$ cat src/rtl/coef_gen.sv
// coef_gen: attention-coefficient generator feeding the softmax stage.
// Accepts a serial stream of (src, dst) score pairs for one destination
// node, computes LeakyReLU(src + dst) saturated to DATA_WIDTH, and packs one
// row of NUM_OF_NODES coefficients that is held under a valid/ready handshake.
module coef_gen #(
    parameter int  DATA_WIDTH      = 8,
    parameter int  NUM_OF_NODES    = 5,
    parameter int  NEG_SHIFT       = 3,
    localparam int DATA_WIDTH_FLAT = NUM_OF_NODES * DATA_WIDTH,
    localparam int CNT_WIDTH       = $clog2(NUM_OF_NODES + 1)
) (
    input  logic                       clk,
    input  logic                       rst_n,
    input  logic                       in_valid_i,
    output logic                       in_ready_o,
    input  logic [DATA_WIDTH-1:0]      src_score_i,
    input  logic [DATA_WIDTH-1:0]      dst_score_i,
    input  logic                       in_last_i,
    output logic                       sm_valid_o,
    input  logic                       sm_ready_i,
    output logic [DATA_WIDTH_FLAT-1:0] coef_o,
    output logic [CNT_WIDTH-1:0]       coef_cnt_o,
    output logic                       ovf_o
);

    typedef enum logic {
        COLLECT,
        HOLD
    } state_t;

    // Empty slots carry the most negative value so softmax weights them at ~0.
    localparam logic [DATA_WIDTH-1:0] COEF_MIN  = {1'b1, {(DATA_WIDTH-1){1'b0}}};
    localparam logic [DATA_WIDTH-1:0] COEF_MAX  = {1'b0, {(DATA_WIDTH-1){1'b1}}};
    localparam logic [CNT_WIDTH-1:0]  LAST_SLOT = CNT_WIDTH'(NUM_OF_NODES - 1);

    state_t                state_q, state_d;
    logic [DATA_WIDTH-1:0] coef_q [NUM_OF_NODES];
    logic [DATA_WIDTH-1:0] coef_d [NUM_OF_NODES];
    logic [CNT_WIDTH-1:0]  cnt_q, cnt_d;
    logic                  ovf_q, ovf_d;
    logic [DATA_WIDTH-1:0] e_val;

    // LeakyReLU of the widened sum; negative branch is an arithmetic shift,
    // then the DATA_WIDTH+1 result is clipped back to DATA_WIDTH.
    function automatic logic [DATA_WIDTH-1:0] leaky_sat(
        input logic [DATA_WIDTH-1:0] a,
        input logic [DATA_WIDTH-1:0] b
    );
        logic signed [DATA_WIDTH:0] sum;
        logic signed [DATA_WIDTH:0] y;
        sum = $signed({a[DATA_WIDTH-1], a}) + $signed({b[DATA_WIDTH-1], b});
        y   = sum[DATA_WIDTH] ? (sum >>> NEG_SHIFT) : sum;
        if (y[DATA_WIDTH] != y[DATA_WIDTH-1]) begin
            return y[DATA_WIDTH] ? COEF_MIN : COEF_MAX;
        end
        return y[DATA_WIDTH-1:0];
    endfunction

    assign e_val      = leaky_sat(src_score_i, dst_score_i);
    assign in_ready_o = (state_q == COLLECT);
    assign sm_valid_o = (state_q == HOLD);
    assign coef_cnt_o = cnt_q;
    assign ovf_o      = ovf_q;

    // State, row slots, fill count and sticky overflow flag.
    always_ff @(posedge clk) begin
        if (rst_n) begin
            state_q <= COLLECT;
            cnt_q   <= '0;
            ovf_q   <= 1'b0;
            for (int unsigned k = 0; k < NUM_OF_NODES; k++) begin
                coef_q[k] <= COEF_MIN;
            end
        end else begin
            state_q <= state_d;
            cnt_q   <= cnt_d;
            ovf_q   <= ovf_d;
            for (int unsigned k = 0; k < NUM_OF_NODES; k++) begin
                coef_q[k] <= coef_d[k];
            end
        end
    end

    // Next-state: fill slots in COLLECT, release and clear the row in HOLD.
    always_comb begin
        state_d = state_q;
        cnt_d   = cnt_q;
        ovf_d   = ovf_q;
        for (int unsigned k = 0; k < NUM_OF_NODES; k++) begin
            coef_d[k] = coef_q[k];
        end
        case (state_q)
            COLLECT: begin
                if (in_valid_i) begin
                    for (int unsigned k = 0; k < NUM_OF_NODES; k++) begin
                        if (cnt_q == CNT_WIDTH'(k)) begin
                            coef_d[k] = e_val;
                        end
                    end
                    cnt_d = cnt_q + CNT_WIDTH'(1);
                    if (in_last_i || (cnt_q == LAST_SLOT)) begin
                        state_d = HOLD;
                    end
                    if (!in_last_i && (cnt_q == LAST_SLOT)) begin
                        ovf_d = 1'b1;
                    end
                end
            end
            HOLD: begin
                if (sm_ready_i) begin
                    state_d = COLLECT;
                    cnt_d   = '0;
                    for (int unsigned k = 0; k < NUM_OF_NODES; k++) begin
                        coef_d[k] = COEF_MIN;
                    end
                end
            end
            default: state_d = COLLECT;
        endcase
    end

    // Pack the row with slot 0 in the most significant bits.
    always_comb begin
        coef_o = '0;
        for (int unsigned k = 0; k < NUM_OF_NODES; k++) begin
            coef_o[DATA_WIDTH*(NUM_OF_NODES-1-k) +: DATA_WIDTH] = coef_q[k];
        end
    end

endmodule

$ cat config.mk
export PLATFORM = sky130hd
export DESIGN_NAME = coef_gen
export DESIGN_NICKNAME = d
export VERILOG_FILES = /design/src/rtl/coef_gen.sv
export SDC_FILE = /design/constraint.sdc
export NUM_CORES = 1
export LEC_CHECK = 0
export BUFFER_PORTS_ARGS = -buffer_cell sky130_fd_sc_hd__buf_2
export CORE_ASPECT_RATIO = 0.9
export CORE_MARGIN = 2
export CORE_UTILIZATION = 53
export DETAILED_ROUTE_END_ITERATION = 16
export GPL_TIMING_DRIVEN = 1
export HOLD_SLACK_MARGIN = 0.08
export PLACE_DENSITY = 0.9
export SKIP_LAST_GASP = 1
export SLEW_MARGIN = 20
export SYNTH_ARGS = -nofsm -noshare
export SYNTH_HDL_FRONTEND = slang
export SYNTH_SLANG_ARGS = --single-unit
$ cat constraint.sdc
create_clock -name clk -period 4 [get_ports clk]
set_input_delay 0.8 -clock clk [delete_from_list [all_inputs] [get_ports clk]]
set_output_delay 0.8 -clock clk [all_outputs]
set_load 0.01 [all_outputs]
==> flow_summary.json, run 1 <==
{
  "setup_viol_count_final": 0,
  "skew_ps": 3.929,
  "rows": 22,
  "cts_setup_buffers": 0,
  "yosysSeqAreaShare": 0.3822,
  "worst-path-max-fanout": 14,
  "vias": 2412,
  "cts_tree": "done",
  "max_freq_mhz": 309.7,
  "drcViolationCount": 0,
  "drive_above_1_share": 0.2818,
  "h-tree-depth": 2,
  "area_growth_pct": 21.07,
  "dp_slack_ps": 548.2,
  "antenna_left": 0,
  "period_share": 0.8072,
  "fillCellCount": 361,
  "avgSynthCellArea_um2": 8.862,
  "met2_usage": 0.4063,
  "async_flop_share": 0,
  "pwr_density_cell_nw_per_um2": 383.9,
  "nets": 364,
  "ys_warn_count": 0,
  "p_comb_frac": 0.232,
  "crit_slowest_cell": "nor4_1",
  "synth-main-ff-cell": "dfxtp_1",
  "period_needed_ps": 3229,
  "synth_edf_count": 0,
  "status": "finished, final reports clean",
  "ir_drop_uv": 265.6,
  "ys_ff_latch": 45,
  "place_inst": 382,
  "min_path_type": "reg -> reg",
  "io_pins": 67,
  "p_leak_uw": 0.001196,
  "worst_setup_path_start_kind": "input port",
  "synth_top_area_frac": 0.3822,
  "drt_pass1_iterations": 5,
  "port_buffers": 66,
  "hold_viol": 0,
  "cts_buffer_depth": 2,
  "insertion_delay_ps": 300,
  "p_seq_frac": 0.442,
  "via_per_inst": 6.185,
  "grt_max_degree": 34,
  "syn-instance-count": 266,
  "synth.most_common_cell": "dfxtp_1",
  "maxCapViolCount": 0,
  "ctsHoldBuffers": 0,
  "critPathCaptureType": "flop",
  "crit_arrival_ps": 3380,
  "multi_input_area_um2": 1371,
  "slew_headroom": 0.3836,
  "synth_top_cell_by_area": "dfxtp_1",
  "initialDrtViolationCount": 276,
  "start_util": 0.5634,
  "use_met3": 0.07015,
  "grt_use_met1": 0.3683,
  "required_ps": 4150,
  "cts.sinks": 45,
  "synth_common_cells": "45 x dfxtp_1, 31 x nand2_1, 17 x a21oi_1, 15 x nor2_1, 13 x ha_1",
  "n_antenna_cell": 0,
  "chipHeight_um": 67.27,
  "critical_path_class": "in -> reg",
  "synth.area.top_cells": "dfxtp_1 38%, ha_1 6.9%, nand2_1 4.9%, a21oi_1 3.6%, o211ai_1 2.5%",
  "worstMarginPinSlew_ps": 916.1,
  "routed_wl_um": 6467,
  "syn-num-nets": 301,
  "switchingPower_uw": 331.7,
  "whs_ps": 467.5,
  "cts_buffers": 5,
  "wl_per_cell_um": 16.58,
  "cts-root-buf": "clkbuf_8",
  "top_usage_layer": "met2",
  "swShare": 0.3027,
  "cts.repair.resized": 0,
  "hpwl_um": 4643,
  "synth_cell_types": 53,
  "gp_congestion": 0.8838,
  "path_cells": "buf_2 -> ha_1 -> inv_1 -> fa_1 -> nand2b_1 -> a2111oi_4 -> nor2_1 -> nor4_1 -> o41ai_1",
  "pwr-share-clk": 0.326,
  "core_um2": 4184,
  "crit_path_max_incr_delay_ps": 860,
  "fin_ws_ps": 771.3,
  "final-seq-area_um2": 900.9,
  "slew_viol_final": 0,
  "die_x_um": 74.30,
  "grt_pass1_wl_um": 10180,
  "total_power_uw": 1096,
  "rsz0062_at_grt": "no",
  "clk_pin_slew_ps": 80,
  "grt_pass1_vias": 2088,
  "grt_overflow": 0,
  "finalNonFillerCells": 390,
  "track_usage": 0.2693,
  "tns_ps": 0,
  "dieArea_um2": 4998,
  "antenna_found_initial": 0,
  "p_int_uw": 764.0,
  "syn-cell-area_um2": 2357
}
worst max-delay path, delay by kind of cell:
kind | cells | cell delay, ps
buffers and inverters | 2 | 140
adder cells (fa/ha/maj) | 2 | 570
AO/OA/AOI/OAI | 2 | 520
AND/OR/NAND/NOR | 3 | 1350
state kept, by name (all words and copies together), names as in the netlist:
signal / cells
sm_valid_o: 1
ovf_o: 1
coef_q: 40
coef_cnt_o: 3
cell families after synthesis:
| logic type | Yosys count | synth area share |
|---|---|---|
| and+or+nand+nor | 100 | 0.2325 |
| muxes | 1 | 0.004246 |
| xor gates and xnor gates | 3 | 0.01115 |
| AOI/OAI and AO/OA | 81 | 0.2564 |
| adders and majority gates | 14 | 0.07750 |
| DFF | 45 | 0.3822 |
| buffers and inverters | 22 | 0.03609 |
routing by layer:
layer  vias up  wire (um)
met2       144       2906
li1       1143          -
met1      1109       2815
met5         -          0
met3        16        598
met4         0        146
power groups by stage:
| stage | combinational (uW) | sequential, uW | clock [uW] |
|---|---|---|---|
| 2_1_floorplan | 156 | 503 | 0 |
| 3_3_place_gp | 239 | 494 | 0 |
| 3_5_place_dp | 246 | 495 | 0 |
| 4_1_cts | 249 | 484 | 357 |
| 5_1_grt | 277 | 486 | 375 |
| 6_report | 254 | 484 | 357 |
per-stage QoR:
stage	utilization	cell area, um2
after floorplan	-	2357
after global placement	0.6534	2734
after detailed placement	0.6534	2734
after CTS	0.6821	2854
after global routing	0.6821	2854
final	0.6821	2854
cell usage in the layout, fill, tap and decap left out, types with 4 or more instances in the layout:
cell      instances
nand4_1           6
buf_2            66
a32oi_1           4
dfxtp_1          45
a21oi_1          17
a311oi_1          6
or2_2             6
clkbuf_8          6
o221ai_1          5
nor2_1           15
ha_1             13
o31ai_1           4
nand2b_1          4
inv_1             9
and2_1            4
nand2_1          31
nand4b_1          6
nor3_1           11
o211ai_1          8
o21ai_0          11
final timing paths:
path,from,to,slack (ps),depth (start not counted)
setup / recovery,src_score_i[0],coef_q[0][25],770,9
hold reg to reg,coef_q[0][4],coef_q[0][4],470,2
hold / removal,coef_q[0][4],coef_q[0][4],470,2
setup reg to reg,coef_cnt_o[1],coef_q[0][1],2050,7
final cells by class:
| type | count | share of cell area |
|---|---|---|
| clock buffer | 6 | 0.02893 |
| clock inverter | 2 | 0.01315 |
| sequential | 45 | 0.3157 |
| multi-input combinational | 199 | 0.4805 |
| timing repair buffer | 69 | 0.1236 |
| tap | 60 | 0.02630 |
| inverter | 9 | 0.01184 |
Power figures use the tool's default switching activity.
==> inputs of run 2 (changes only) <==
--- a/config.mk
+++ b/config.mk
@@ -8,11 +8,11 @@
 export BUFFER_PORTS_ARGS = -buffer_cell sky130_fd_sc_hd__buf_2
 export CORE_ASPECT_RATIO = 0.9
 export CORE_MARGIN = 2
-export CORE_UTILIZATION = 53
+export CORE_UTILIZATION = 47
 export DETAILED_ROUTE_END_ITERATION = 16
 export GPL_TIMING_DRIVEN = 1
 export HOLD_SLACK_MARGIN = 0.08
-export PLACE_DENSITY = 0.9
+export PLACE_DENSITY = 0.85
 export SKIP_LAST_GASP = 1
 export SLEW_MARGIN = 20
 export SYNTH_ARGS = -nofsm -noshare
==> constraint.sdc (replaced) <==
create_clock -name clk -period 2.7 [get_ports clk]
set_input_delay 0.54 -clock clk [delete_from_list [all_inputs] [get_ports clk]]
set_output_delay 0.54 -clock clk [all_outputs]
set_load 0.01 [all_outputs]
==> flow_summary.json, run 2 (synthesis results as in run 1) <==
{
  "largest_reg_flops": 40,
  "antenna_found_initial": 0,
  "period_share": 0.9450,
  "hold_viol": 0,
  "via_per_inst": 5.922,
  "p_leak_uw": 0.001275,
  "skew_ps": 4.147,
  "clk_pin_slew_ps": 80,
  "die_x_um": 78.65,
  "pwr_density_cell_nw_per_um2": 527.1,
  "cts_buffer_depth": 2,
  "cts_tree": "done",
  "core_um2": 4835,
  "path_cells": "buf_2 -> ha_1 -> inv_1 -> fa_1 -> nand2b_1 -> a2111oi_4 -> nor2_2 -> or4b_4 -> a32o_1",
  "crit_buf_inv": 2,
  "required_ps": 2890,
  "drive_above_1_share": 0.3199,
  "initialDrtViolationCount": 219,
  "max_freq_mhz": 391.9,
  "slew_headroom": 0.4495,
  "period_needed_ps": 2552,
  "drt_pass1_iterations": 5,
  "h-tree-depth": 2,
  "nets": 382,
  "status": "finished, final reports clean",
  "drcViolationCount": 0,
  "final-seq-area_um2": 900.9,
  "critPathCaptureType": "flop",
  "grt_max_degree": 34,
  "rsz0062_at_grt": "no",
  "multi_input_area_um2": 1381,
  "crit_family": "simple AND/OR/NAND/NOR gates",
  "crit_arrival_ps": 2740,
  "fillCellCount": 418,
  "io_pins": 67,
  "grt_pass1_wl_um": 10240,
  "area_growth_pct": 26.06,
  "vias": 2440,
  "min_path_type": "reg -> reg",
  "crit_path_max_incr_delay_ps": 570,
  "worst_setup_path_start_kind": "input port",
  "worstMarginPinSlew_ps": 825.7,
  "grt_overflow": 0,
  "antenna_left": 0,
  "slew_viol_final": 0,
  "crit_slowest_cell": "or4b_4",
  "routed_wl_um": 6444,
  "hpwl_um": 4740,
  "critical_path_class": "in -> reg",
  "total_power_uw": 1566,
  "regMostFlops": "coef_q",
  "maxCapViolCount": 0,
  "whs_ps": 459.1,
  "start_util": 0.4876,
  "rows": 24,
  "dieArea_um2": 5599,
  "insertion_delay_ps": 290,
  "gp_congestion": 0.9146,
  "cts_buffers": 5,
  "cts.sinks": 45,
  "n_antenna_cell": 0,
  "wl_per_cell_um": 15.64,
  "ir_drop_uv": 286.6,
  "track_usage": 0.2280,
  "grt_pass1_vias": 2163,
  "port_buffers": 66,
  "cts-root-buf": "clkbuf_8",
  "layout_commonest_cell": "buf_2",
  "chipHeight_um": 71.19,
  "setup_viol_count_final": 0,
  "mostFrequentLayoutCells": "66 x buf_2, 45 x dfxtp_1, 31 x nand2_1",
  "cts_setup_buffers": 0,
  "worst-path-max-fanout": 4,
  "tns_ps": 0
}
[run 2: per-layer routing]
layer / routed length (um) / GRT usage / vias up
met5: 0 / 0 / -
met4: 81 / 0.06238 / 0
met3: 537 / 0.04974 / 12
met2: 2773 / 0.3362 / 120
met1: 3052 / 0.3365 / 1135
li1: - / - / 1173
[run 2: final cells by class]
cell class,instances,share of cell area
repair buffers,87,0.1642
well taps,65,0.02737
flip-flops and latches,45,0.3032
inverters,9,0.01137
multi-input cells,199,0.4648
clock buffers,7,0.02905
[run 2: metrics by stage]
step | std cells | worst slack, ps | util | area (um2)
6_report | 412 | 148.5 | 0.6146 | 2972
4_1_cts | 412 | 146.7 | 0.6131 | 2964
3_5_place_dp | 405 | -130.6 | 0.5952 | 2878
2_1_floorplan | 266 | 15.46 | - | 2360
3_3_place_gp | 405 | -48.84 | 0.5952 | 2878
5_1_grt | 412 | 17.89 | 0.6146 | 2972
[run 2: worst paths after layout]
path              cells past startpoint       endpoint           start  slack [ps]
setup / recovery                      9   coef_q[0][0]  src_score_i[0]         150
setup reg to reg                      7  coef_q[0][32]   coef_cnt_o[0]         920
hold reg to reg                       2  coef_q[0][20]   coef_q[0][20]         460
hold / removal                        2  coef_q[0][20]   coef_q[0][20]         460
[run 2: power by group]
part	total [uW]	leakage (uW)	internal, uW	switching (uW)
logic	426	0.000866	174	253
registers	720	0.000365	697	23.5
clock network	420	0.0000443	203	216
[run 2: repair_timing]
action / 4_1_cts / 5_1_grt
hold buffers: 0 / 0
gates resized for setup: 0 / 1
setup endpoints to repair: 0 / 2
[run 2: worst reg2reg max path, delay by kind of cell (launching register included)]
| family | cells | cell delay, ps |
|---|---|---|
| simple gates | 3 | 770 |
| compound gates | 2 | 250 |
| fa+ha+maj | 1 | 160 |
| flops | 1 | 340 |
| buf+inv | 1 | 120 |
==> inputs of run 3 (changes only) <==
--- a/config.mk
+++ b/config.mk
@@ -12,6 +12,7 @@
 export DETAILED_ROUTE_END_ITERATION = 16
 export GPL_TIMING_DRIVEN = 1
 export HOLD_SLACK_MARGIN = 0.08
+export MAX_ROUTING_LAYER = met4
 export PLACE_DENSITY = 0.85
 export SKIP_LAST_GASP = 1
 export SLEW_MARGIN = 20
==> flow_summary.json, run 3 (synthesis results as in run 1) <==
{
  "drt_pass1_iterations": 6,
  "swShare": 0.3148,
  "cts_buffer_depth": 2,
  "rows": 24,
  "worstMarginPinSlew_ps": 822.4,
  "grt_pass1_wl_um": 10240,
  "cts.repair.resized": 0,
  "grt_max_degree": 34,
  "period_share": 0.9380,
  "hpwl_um": 4740,
  "h-tree-depth": 2,
  "path_cells": "buf_2 -> ha_1 -> inv_1 -> fa_1 -> nand2b_1 -> a2111oi_4 -> nor2_2 -> or4b_4 -> a32o_1",
  "pwr_density_cell_nw_per_um2": 527.4,
  "cts_buffers": 5,
  "start_util": 0.4876,
  "switchingPower_uw": 493.4,
  "place_area_um2": 2878,
  "min_path_type": "reg -> reg",
  "vias": 2464,
  "status": "finished, final reports clean",
  "core_um2": 4835,
  "area_growth_pct": 26.06,
  "maxCapViolCount": 0,
  "p_int_uw": 1074,
  "rr_startpoint": "coef_cnt_o[0]",
  "slew_headroom": 0.4517,
  "stdcell_area_um2": 2972,
  "via_per_inst": 5.981,
  "initialDrtViolationCount": 180,
  "max_freq_mhz": 394.9,
  "clk_pin_slew_ps": 80,
  "cts_tree": "done",
  "gp_congestion": 0.9305,
  "setup_viol_count_final": 0,
  "critical_path_class": "in -> reg",
  "cts_setup_buffers": 0,
  "required_ps": 2890,
  "antenna_left": 0,
  "period_needed_ps": 2533,
  "startpoint": "src_score_i[0]",
  "p_leak_uw": 0.001275,
  "chipHeight_um": 71.19,
  "total_power_uw": 1567,
  "track_usage": 0.2349,
  "hp-start": "coef_q[0][20]",
  "die_x_um": 78.65,
  "worst-path-max-fanout": 4,
  "p_seq_frac": 0.460,
  "dieArea_um2": 5599,
  "antenna_found_initial": 0,
  "crit_arrival_ps": 2730,
  "port_buffers": 66,
  "worst_setup_path_start_kind": "input port",
  "hold_viol": 0,
  "grt_pass1_vias": 2163,
  "wl_per_cell_um": 15.60,
  "crit_path_max_incr_delay_ps": 560,
  "grt_overflow": 0,
  "largest_reg_flops": 40,
  "rsz0062_at_grt": "no",
  "cts.sinks": 45,
  "pwr-share-clk": 0.269,
  "ir_drop_uv": 287.4,
  "drcViolationCount": 0,
  "ctsHoldBuffers": 0,
  "drive_above_1_share": 0.3199,
  "mostFrequentLayoutCells": "66 x buf_2, 45 x dfxtp_1, 31 x nand2_1",
  "p_comb_frac": 0.271,
  "critPathCaptureType": "flop",
  "cts-root-buf": "clkbuf_8",
  "nets": 382,
  "n_antenna_cell": 0,
  "slew_viol_final": 0,
  "crit_slowest_cell": "or4b_4",
  "skew_ps": 3.342,
  "routed_wl_um": 6428,
  "regMostFlops": "coef_q",
  "layout_commonest_cell": "buf_2",
  "fillCellCount": 418,
  "io_pins": 67,
  "insertion_delay_ps": 290
}
==> run 3: cell counts in the layout (fill, tap and decap cells not counted) <==
Identical to the previous run, type by type.
==> run 3: worst paths after layout <==
path                        end  slack, ps  cells after the start
setup / recovery   coef_q[0][0]        170                      9
hold / removal    coef_q[0][20]        460                      2
setup reg to reg  coef_q[0][32]        920                      7
hold reg to reg   coef_q[0][20]        460                      2
==> run 3: power by group through the flow <==
| stage | Sequential [uW] | Combinational, uW | Clock (uW) |
|---|---|---|---|
| 2_1_floorplan | 745 | 232 | 0 |
| 3_3_place_gp | 734 | 403 | 0 |
| 3_5_place_dp | 735 | 412 | 0 |
| 4_1_cts | 720 | 415 | 422 |
| 5_1_grt | 725 | 461 | 448 |
| 6_report | 721 | 425 | 421 |
==> run 3: final cells by class <==
class | count | area, um2 | area share
Clock buffer | 7 | 86.33 | 0.02905
Tap cell | 65 | 81.33 | 0.02737
Timing Repair Buffer | 87 | 488.0 | 0.1642
Inverter | 9 | 33.78 | 0.01137
Sequential cell | 45 | 900.9 | 0.3032
Multi-Input combinational cell | 199 | 1381 | 0.4648
==> run 3: worst max-delay path, delay by kind of cell <==
family | cells | cell delay (ps)
and+or+nand+nor | 3 | 860
AOI/OAI and AO/OA | 2 | 630
adders and majority gates | 2 | 540
buffers and inverters | 2 | 140
==> run 3: layer usage <==
metal | vias up | GRT usage | part of all wire
li1 | 1174 | - | -
met1 | 1153 | 0.3381 | 0.47
met2 | 127 | 0.3362 | 0.43
met3 | 10 | 0.04719 | 0.084
met4 | 0 | 0.06238 | 0.011
met5 | - | - | 0
==> run 3: through the flow <==
| step | worst slack, ps | utilization | instances | TNS [ps] | hold WS [ps] |
|---|---|---|---|---|---|
| floorplan | 15.46 | - | 266 | 0 | 479.1 |
| global placement | -48.84 | 0.5952 | 405 | -119.4 | 431.6 |
| detailed placement | -130.6 | 0.5952 | 405 | -1567 | 442.9 |
| CTS | 146.7 | 0.6131 | 412 | 0 | 461.3 |
| global route | 15.96 | 0.6146 | 412 | 0 | 489.0 |
| finish | 167.4 | 0.6146 | 412 | 0 | 459.2 |
